File: src/rtl/alu_pkg.sv
// Shared width and opcode encodings for the 8-bit ALU and the instruction decoder.
package alu_pkg;

  localparam int unsigned AluWidth = 8;
  localparam int unsigned OpWidth  = 4;

  typedef enum logic [OpWidth-1:0] {
    OpAdd   = 4'h0,
    OpSub   = 4'h1,
    OpAnd   = 4'h2,
    OpOr    = 4'h3,
    OpXor   = 4'h4,
    OpNot   = 4'h5,
    OpLand  = 4'h6,
    OpLor   = 4'h7,
    OpLxor  = 4'h8,
    OpLnot  = 4'h9,
    OpShl   = 4'hA,
    OpShr   = 4'hB,
    OpRol   = 4'hC,
    OpRor   = 4'hD,
    OpPassA = 4'hE,
    OpPassB = 4'hF
  } opcode_e;

endpackage

File: src/rtl/alu_core.sv
// Combinational ALU datapath: result, carry/borrow/shift-out and signed overflow.
module alu_core
  import alu_pkg::*;
#(
  parameter int unsigned WIDTH = AluWidth
) (
  input  logic [WIDTH-1:0]   i_a,
  input  logic [WIDTH-1:0]   i_b,
  input  logic [OpWidth-1:0] i_opcode,
  input  logic               i_cin,
  output logic [WIDTH-1:0]   o_r,
  output logic               o_c,
  output logic               o_v
);

  logic [WIDTH:0] w_sum;
  logic [WIDTH:0] w_diff;
  logic           w_a_nz;
  logic           w_b_nz;

  // Bit WIDTH of the difference is set exactly when a < b + cin, i.e. the borrow.
  assign w_sum  = {1'b0, i_a} + {1'b0, i_b} + {{WIDTH{1'b0}}, i_cin};
  assign w_diff = {1'b0, i_a} - {1'b0, i_b} - {{WIDTH{1'b0}}, i_cin};
  assign w_a_nz = |i_a;
  assign w_b_nz = |i_b;

  always_comb begin
    o_r = '0;
    o_c = 1'b0;
    o_v = 1'b0;
    case (opcode_e'(i_opcode))
      OpAdd: begin
        o_r = w_sum[WIDTH-1:0];
        o_c = w_sum[WIDTH];
        o_v = (i_a[WIDTH-1] == i_b[WIDTH-1]) & (w_sum[WIDTH-1] != i_a[WIDTH-1]);
      end
      OpSub: begin
        o_r = w_diff[WIDTH-1:0];
        o_c = w_diff[WIDTH];
        o_v = (i_a[WIDTH-1] != i_b[WIDTH-1]) & (w_diff[WIDTH-1] != i_a[WIDTH-1]);
      end
      OpAnd:   o_r = i_a & i_b;
      OpOr:    o_r = i_a | i_b;
      OpXor:   o_r = i_a ^ i_b;
      OpNot:   o_r = ~i_a;
      OpLand:  o_r = {{(WIDTH-1){1'b0}}, w_a_nz & w_b_nz};
      OpLor:   o_r = {{(WIDTH-1){1'b0}}, w_a_nz | w_b_nz};
      OpLxor:  o_r = {{(WIDTH-1){1'b0}}, w_a_nz ^ w_b_nz};
      OpLnot:  o_r = {{(WIDTH-1){1'b0}}, ~w_a_nz};
      OpShl: begin
        o_r = {i_a[WIDTH-2:0], 1'b0};
        o_c = i_a[WIDTH-1];
      end
      OpShr: begin
        o_r = {1'b0, i_a[WIDTH-1:1]};
        o_c = i_a[0];
      end
      OpRol: begin
        o_r = {i_a[WIDTH-2:0], i_a[WIDTH-1]};
        o_c = i_a[WIDTH-1];
      end
      OpRor: begin
        o_r = {i_a[0], i_a[WIDTH-1:1]};
        o_c = i_a[0];
      end
      OpPassA: o_r = i_a;
      OpPassB: o_r = i_b;
      default: o_r = '0;
    endcase
  end

endmodule

File: src/rtl/alu.sv
// Registered 8-bit ALU: one operation per clock, result and Z/C/V/N flags loaded every edge.
module alu
  import alu_pkg::*;
#(
  parameter int unsigned WIDTH = AluWidth
) (
  input  logic               clk,
  input  logic               rst,
  input  logic [WIDTH-1:0]   a,
  input  logic [WIDTH-1:0]   b,
  input  logic [OpWidth-1:0] opcode,
  input  logic               cin,
  output logic [WIDTH-1:0]   result,
  output logic               zero,
  output logic               carry,
  output logic               overflow,
  output logic               negative
);

  logic [WIDTH-1:0] w_r;
  logic             w_c;
  logic             w_v;

  logic [WIDTH-1:0] r_result;
  logic             r_zero;
  logic             r_carry;
  logic             r_overflow;
  logic             r_negative;

  alu_core #(
    .WIDTH(WIDTH)
  ) u_core (
    .i_a     (a),
    .i_b     (b),
    .i_opcode(opcode),
    .i_cin   (cin),
    .o_r     (w_r),
    .o_c     (w_c),
    .o_v     (w_v)
  );

  always_ff @(posedge clk) begin
    if (rst) begin
      r_result   <= '0;
      r_zero     <= 1'b1;
      r_carry    <= 1'b0;
      r_overflow <= 1'b0;
      r_negative <= 1'b0;
    end else begin
      r_result   <= w_r;
      r_zero     <= ~|w_r;
      r_carry    <= w_c;
      r_overflow <= w_v;
      r_negative <= w_r[WIDTH-1];
    end
  end

  assign result   = r_result;
  assign zero     = r_zero;
  assign carry    = r_carry;
  assign overflow = r_overflow;
  assign negative = r_negative;

endmodule

File: config.mk
export PLATFORM = sky130hd
export DESIGN_NAME = alu
export DESIGN_NICKNAME = d
export VERILOG_FILES = /design/src/rtl/alu_pkg.sv /design/src/rtl/alu_core.sv /design/src/rtl/alu.sv
export SDC_FILE = /design/constraint.sdc
export NUM_CORES = 1
export LEC_CHECK = 0
export ABC_AREA = 1
export CORE_ASPECT_RATIO = 1.25
export CORE_UTILIZATION = 40
export CTS_CLUSTER_SIZE = 12
export DETAILED_ROUTE_END_ITERATION = 12
export PLACE_DENSITY = 0.61
export SLEW_MARGIN = 40
export SYNTH_ARGS = -nofsm -noshare
export SYNTH_HDL_FRONTEND = slang
export SYNTH_SLANG_ARGS = --single-unit
File: constraint.sdc
create_clock -name clk -period 2.9 [get_ports clk]
set_input_delay 0.435 -clock clk [delete_from_list [all_inputs] [get_ports clk]]
set_output_delay 0.435 -clock clk [all_outputs]
set_load 0.01 [all_outputs]
# Word level (Yosys, flattened, before mapping)
# Index checks and enable logic that the tools add are counted.
dict set report word_totals {
  register_bits 12
  inputBits 23
  word_cells 48
}
dict set report classes {
  addsub 4
  eq_ne 19
  muxes 3
  bitwise_logic 10
  n_reduce_logical 7
}
# cell count
set op_table {}
lappend op_table {{8-bit one-hot mux with 16 select lines} 1}
lappend op_table {{4-bit == test, second input constant} 8}
lappend op_table {{8-bit OR reduction} 3}
lappend op_table {{4-bit by 3-bit == test with 1-bit output, second input constant} 4}
lappend op_table {{8-bit by 8-bit adder with 9-bit output} 1}
lappend op_table {{9-bit by 1-bit adder with 9-bit output} 1}
lappend op_table {{8-bit by 8-bit subtractor with 9-bit output} 1}
lappend op_table {{9-bit by 1-bit subtractor with 9-bit output} 1}
lappend op_table {{8-bit bitwise AND} 1}
lappend op_table {{4-bit by 2-bit == test with 1-bit output, second input constant} 2}
lappend op_table {{8-bit NOT} 1}
lappend op_table {{8-bit OR} 1}
lappend op_table {{8-bit bitwise XOR} 1}
lappend op_table {{4-bit by 1-bit == test with 1-bit output, second input constant} 1}
lappend op_table {{4-bit zero test} 1}
lappend op_table {{1-bit one-hot mux with 4 select lines} 1}
lappend op_table {{2-bit OR reduction} 2}
lappend op_table {{1-bit bitwise AND} 3}
lappend op_table {{1-bit inequality test} 3}
lappend op_table {{1-bit one-hot mux with 2 select lines} 1}
lappend op_table {{1-bit == test} 1}
lappend op_table {{1-bit zero test} 1}
lappend op_table {{1-bit NOT} 1}
lappend op_table {{1-bit OR} 1}
lappend op_table {{1-bit bitwise XOR} 1}

# Longest topological paths before layout
dict set report depth {
  word_depth 5
  ltp_mapped 18
  mapped_depth_nobuf 18
}

# Cells and area by module
# From an unflattened synthesis, not the netlist that was laid out.
dict set report hier_totals {
  cells_unflattened 380
  area_unflattened_um2 2189.6
}
# module instances cells_each area_each_um2
set by_module_without_submodules {}
lappend by_module_without_submodules {alu_core 1 339 1844.3}
lappend by_module_without_submodules {alu 1 41 345.3}

# Worst setup path before layout
# No wires, ideal clock.
dict set report synth_path {
  path_type {input-to-reg}
  start {input port a[0]}
  end {register r_zero, in the netlist zero}
  setup_time_ns 0.115
  arrival_time_ns 2.060
  slack_ns 0.725
  stages 18
  path_buffers 0
  path_cell_list {inv_1 fa_1 inv_1 ha_1 inv_1 nand2_1 nand2_1 nand2_1 nand2_1 nand2_1 nand2_1 nand3_1 nand2_1 nand2_1 nand2_1 nor2_1 nand2_1 nand2_1}
}
dict set report synth_between {
  elab_chain_len 5
  elab_cells_between_ends 16
}
# item line
set synth_lines {}
lappend synth_lines {{start, declared} alu.sv:9} ;# input logic [WIDTH-1:0] a,
lappend synth_lines {{8-bit by 8-bit subtractor with 9-bit output (tied with other cells)} alu_core.sv:23} ;# assign w_diff = {1'b0, i_a} - {1'b0, i_b} - {{WIDTH{1'b0}}, i_cin};
lappend synth_lines {{9-bit by 1-bit subtractor with 9-bit output (tied with other cells)} alu_core.sv:23}
lappend synth_lines {{8-bit one-hot mux with 16 select lines (*)} alu_core.sv:31} ;# case (opcode_e'(i_opcode))
lappend synth_lines {{8-bit OR reduction (*)} alu.sv:51} ;# r_zero <= ~|w_r;
lappend synth_lines {{1-bit zero test (*)} alu.sv:51}
lappend synth_lines {{end signal, assigned} alu.sv:51}
lappend synth_lines {{end, declared} alu.sv:25} ;# logic r_zero;
# Mark *: on every way between the ends. The rest lies on a longest branch, timed or not.
# A chain may end at the register's enable or synchronous reset.

# Final worst setup path
# Ends and elaborated chain as after synthesis.

==> flow_summary_export.csv <==
group,metric,value,unit
status,status,"finished, final reports clean",
logic_synthesis,ys_ff_latch,11,
logic_synthesis,ys_seq_area_frac,0.0943,
clocking,htreeDepth,1,
place,dp_hpwl,6.95,mm
logic_synthesis,ys_top_cells_by_area,"nand2_1 25%, ha_1 17%, inv_1 12%, dfxtp_1 9.4%, nand3_1 9.0%",
layout,drive_gt1_frac,0.0830,
clocking,post_cts_resized,0,
place,io_buffers,34,
drt,routedWlPerCell,14.4,microns
logic_synthesis,synth_compound_area_frac,0.0643,
worst_setup_path,cp-end-kind,"flip-flop",
logic_synthesis,syn-cell-area,2330,sq um
drt,drt-initial-drc-count,195,
run,cap_violations,0,
logic_synthesis,synth_top_cell_by_area,"nand2_1",
clocking,hold_buffers,0,
sta,finalSetupViolCount,0,
clocking,clock-root-buffer,"clkbuf_8",
worst_setup_path,worstPathMaxFanout,4,
logic_synthesis,async_flop_share,0,
sta,worst_slack,0.217,ns
worst_hold_path,hold_depth,2,
drt,vias,2852,
clocking,cts_buffer_depth,2,
worst_setup_path,worstSetupPathType,"in -> reg",
clocking,numCtsBuffers,3,
pwr,p_leak,1.69,nW
logic_synthesis,syn_avg_cell_area,5.43,sq um
worst_setup_path,cp_data_required_time,3.08,ns
clocking,post-cts-setup-buffers,0,
sta,period_minus_slack,2.68,ns
sta,hold_slack,0.919,ns
drt,detail_route.vias_per_cell,5.11,
worst_setup_path,cp-start-kind,"primary input",
logic_synthesis,synth_top_family_by_area,"simple AND/OR/NAND/NOR gates",
worst_hold_path,hp-class,"in -> reg",
floorplan,initial_utilization,0.423,
clocking,cts_tree,"built",
logic_synthesis,yosysUniqueCellTypes,28,
sta,finalSetupTns,0,ns
grt,antenna_found_initial,0,
worst_setup_path,max_stage_delay,0.59,ns
floorplan,fp.coreArea,5520,sq um
worst_hold_path,min_to,"result[4]",
sta,final_hold_viol_count,0,
drt,drc,0,
worst_setup_path,cpMostUsedCell,"nand2_1",
grt,grt_start_max_net_pins,10,
sta,max_freq,373,MHz
drt,wl,8.06,mm
logic_synthesis,synthXorXnorAreaFrac,0.0150,
place,placed_area,2960,sq um
worst_setup_path,cpMaxStageDelayCell,"fa_1",
pwr,p_total,0.000808,W
place,gp_congestion,0.931,
worst_setup_path,path_cells,"clkdlybuf4s50_1 -> inv_2 -> fa_1 -> inv_1 -> ha_1 -> xor2_1 -> nand2_1 -> nand3_1 -> nor2_1 -> nand2_1 -> nor2_1 -> nand2_1 -> nor2_1 -> nand2_1 -> nand2_1",
grt,grt.total_usage,0.271,
floorplan,io-pin-count,35,
worst_setup_path,critPathTopFamily,"adder cells",
grt,overflow,0,
logic_synthesis,synth_nets,489,
worst_setup_path,arrival,2.87,ns
worst_setup_path,crit_buf_inv,3,
logic_synthesis,ys.flop_type,"dfxtp_1",
grt,grt_pass1_vias,2695,
sta,max_slew_margin,0.614,
logic_synthesis,synth_cells,430,
logic_synthesis,synth_top_area_share,0.248,
pwr,vdd_drop_max,0.000158,V
sta,slew_viol_final,0,
floorplan,dieArea,6150,sq um
clocking,cts_num_sinks,11,
sta,finalCritPeriodShare,0.925,
drt,detail_route.first_pass.iterations,5,
sta,tightestPinTransition,0.577,ns
worst_hold_path,hp-start,"rst",
floorplan,die_w,70.3,microns
logic_synthesis,synthSimpleGateAreaFrac,0.489,
layout,area_growth_syn_to_layout,28.8,%
sta,rsz0062_at_grt,"false",
drt,ant_nets,0,
logic_synthesis,synth_fa_ha_area_frac,0.206,
layout,final_area,3010,sq um
floorplan,rows,30,
layout,n_antenna_cell,0,
floorplan,die_y,87.4,microns
logic_synthesis,muxShareOfSynthArea,0,
grt,grt_pass1_wl,13.0,mm
layout,fin_nets,554,
pwr,power.density,269,nW/um^2
logic_synthesis,yosys_warnings,0,
clocking,path_clk_slew,0.05,ns
logic_synthesis,synth_edf_count,0,
place,post-place-ws,-0.0502,ns
## cell type report
cell class | instances | area (sq um)
clock buffer | 4 | 45.0
fill | 608 | 2510
inverter | 76 | 285
multi-input combinational | 339 | 1810
sequential | 11 | 220
tap | 64 | 80.1
timing repair buffer | 64 | 568
## synth_stat cells (3+ instances only)
cell type / number
inv_1: 75
dfxtp_1: 11
nand4_1: 9
ha_1: 32
nand2_1: 154
xor2_1: 3
nand3b_1: 5
fa_1: 4
nor2_2: 3
nor2_1: 53
nand3_1: 42
o21ai_0: 10
a21oi_1: 10
## placed cells by master, fill, tap and decap left out, types with 2 or more instances in the layout
master / n
a21oi_1: 10
clkbuf_8: 3
nand2_1: 154
fa_1: 4
ha_1: 32
o21ai_0: 10
nand3_1: 42
nor2_1: 53
nand3b_1: 5
or2_2: 2
xor2_1: 3
nand4_1: 9
nor2_2: 3
buf_4: 30
nand2_2: 2
inv_1: 74
clkdlybuf4s50_1: 33
nor4_1: 2
dfxtp_1: 11
## power by group
part	internal, W	total, W	switching (W)
registers	0.000165	0.000168	0.00000330
logic	0.000203	0.000487	0.000284
clock network	0.0000964	0.000153	0.0000565
total	0.000464	0.000808	0.000344
## registers in the layout, summed over array words and instances, names as in the netlist
name and cells:
overflow 1, result 8, zero 1, carry 1
## metrics by stage
stage | utilization | cells
global route | 0.545 | 558
floorplan | - | 430
global placement | 0.536 | 554
CTS | 0.544 | 558
finish | 0.545 | 558
detailed placement | 0.536 | 554
## kinds of logic after synthesis
logic type               after synthesis
adder cells (fa/ha/maj)               36
XOR/XNOR                               4
buffers and inverters                 80
AND/OR/NAND/NOR                      273
AO/OA/AOI/OAI                         26
flip-flops                            11
## worst max path at each step
stage                     from    to  slack, ns  cells past startpoint
final                     a[0]  zero       0.22                     15
after CTS                 b[0]  zero       0.19                     15
after detailed placement  b[0]  zero      -0.05                     15
after global placement    b[0]  zero      -0.03                     15
after global routing      a[0]  zero       0.01                     19
after floorplan           a[0]  zero       0.73                     18
## routing by layer
layer / share of wire / global-route usage / up-vias
li1: - / - / 1464
met1: 0.43 / 0.328 / 1263
met2: 0.50 / 0.492 / 102
met3: 0.042 / 0.0127 / 23
met4: 0.033 / 0.120 / 0
met5: 0 / 0 / -
Note: power is estimated with default switching activity, not from simulation.
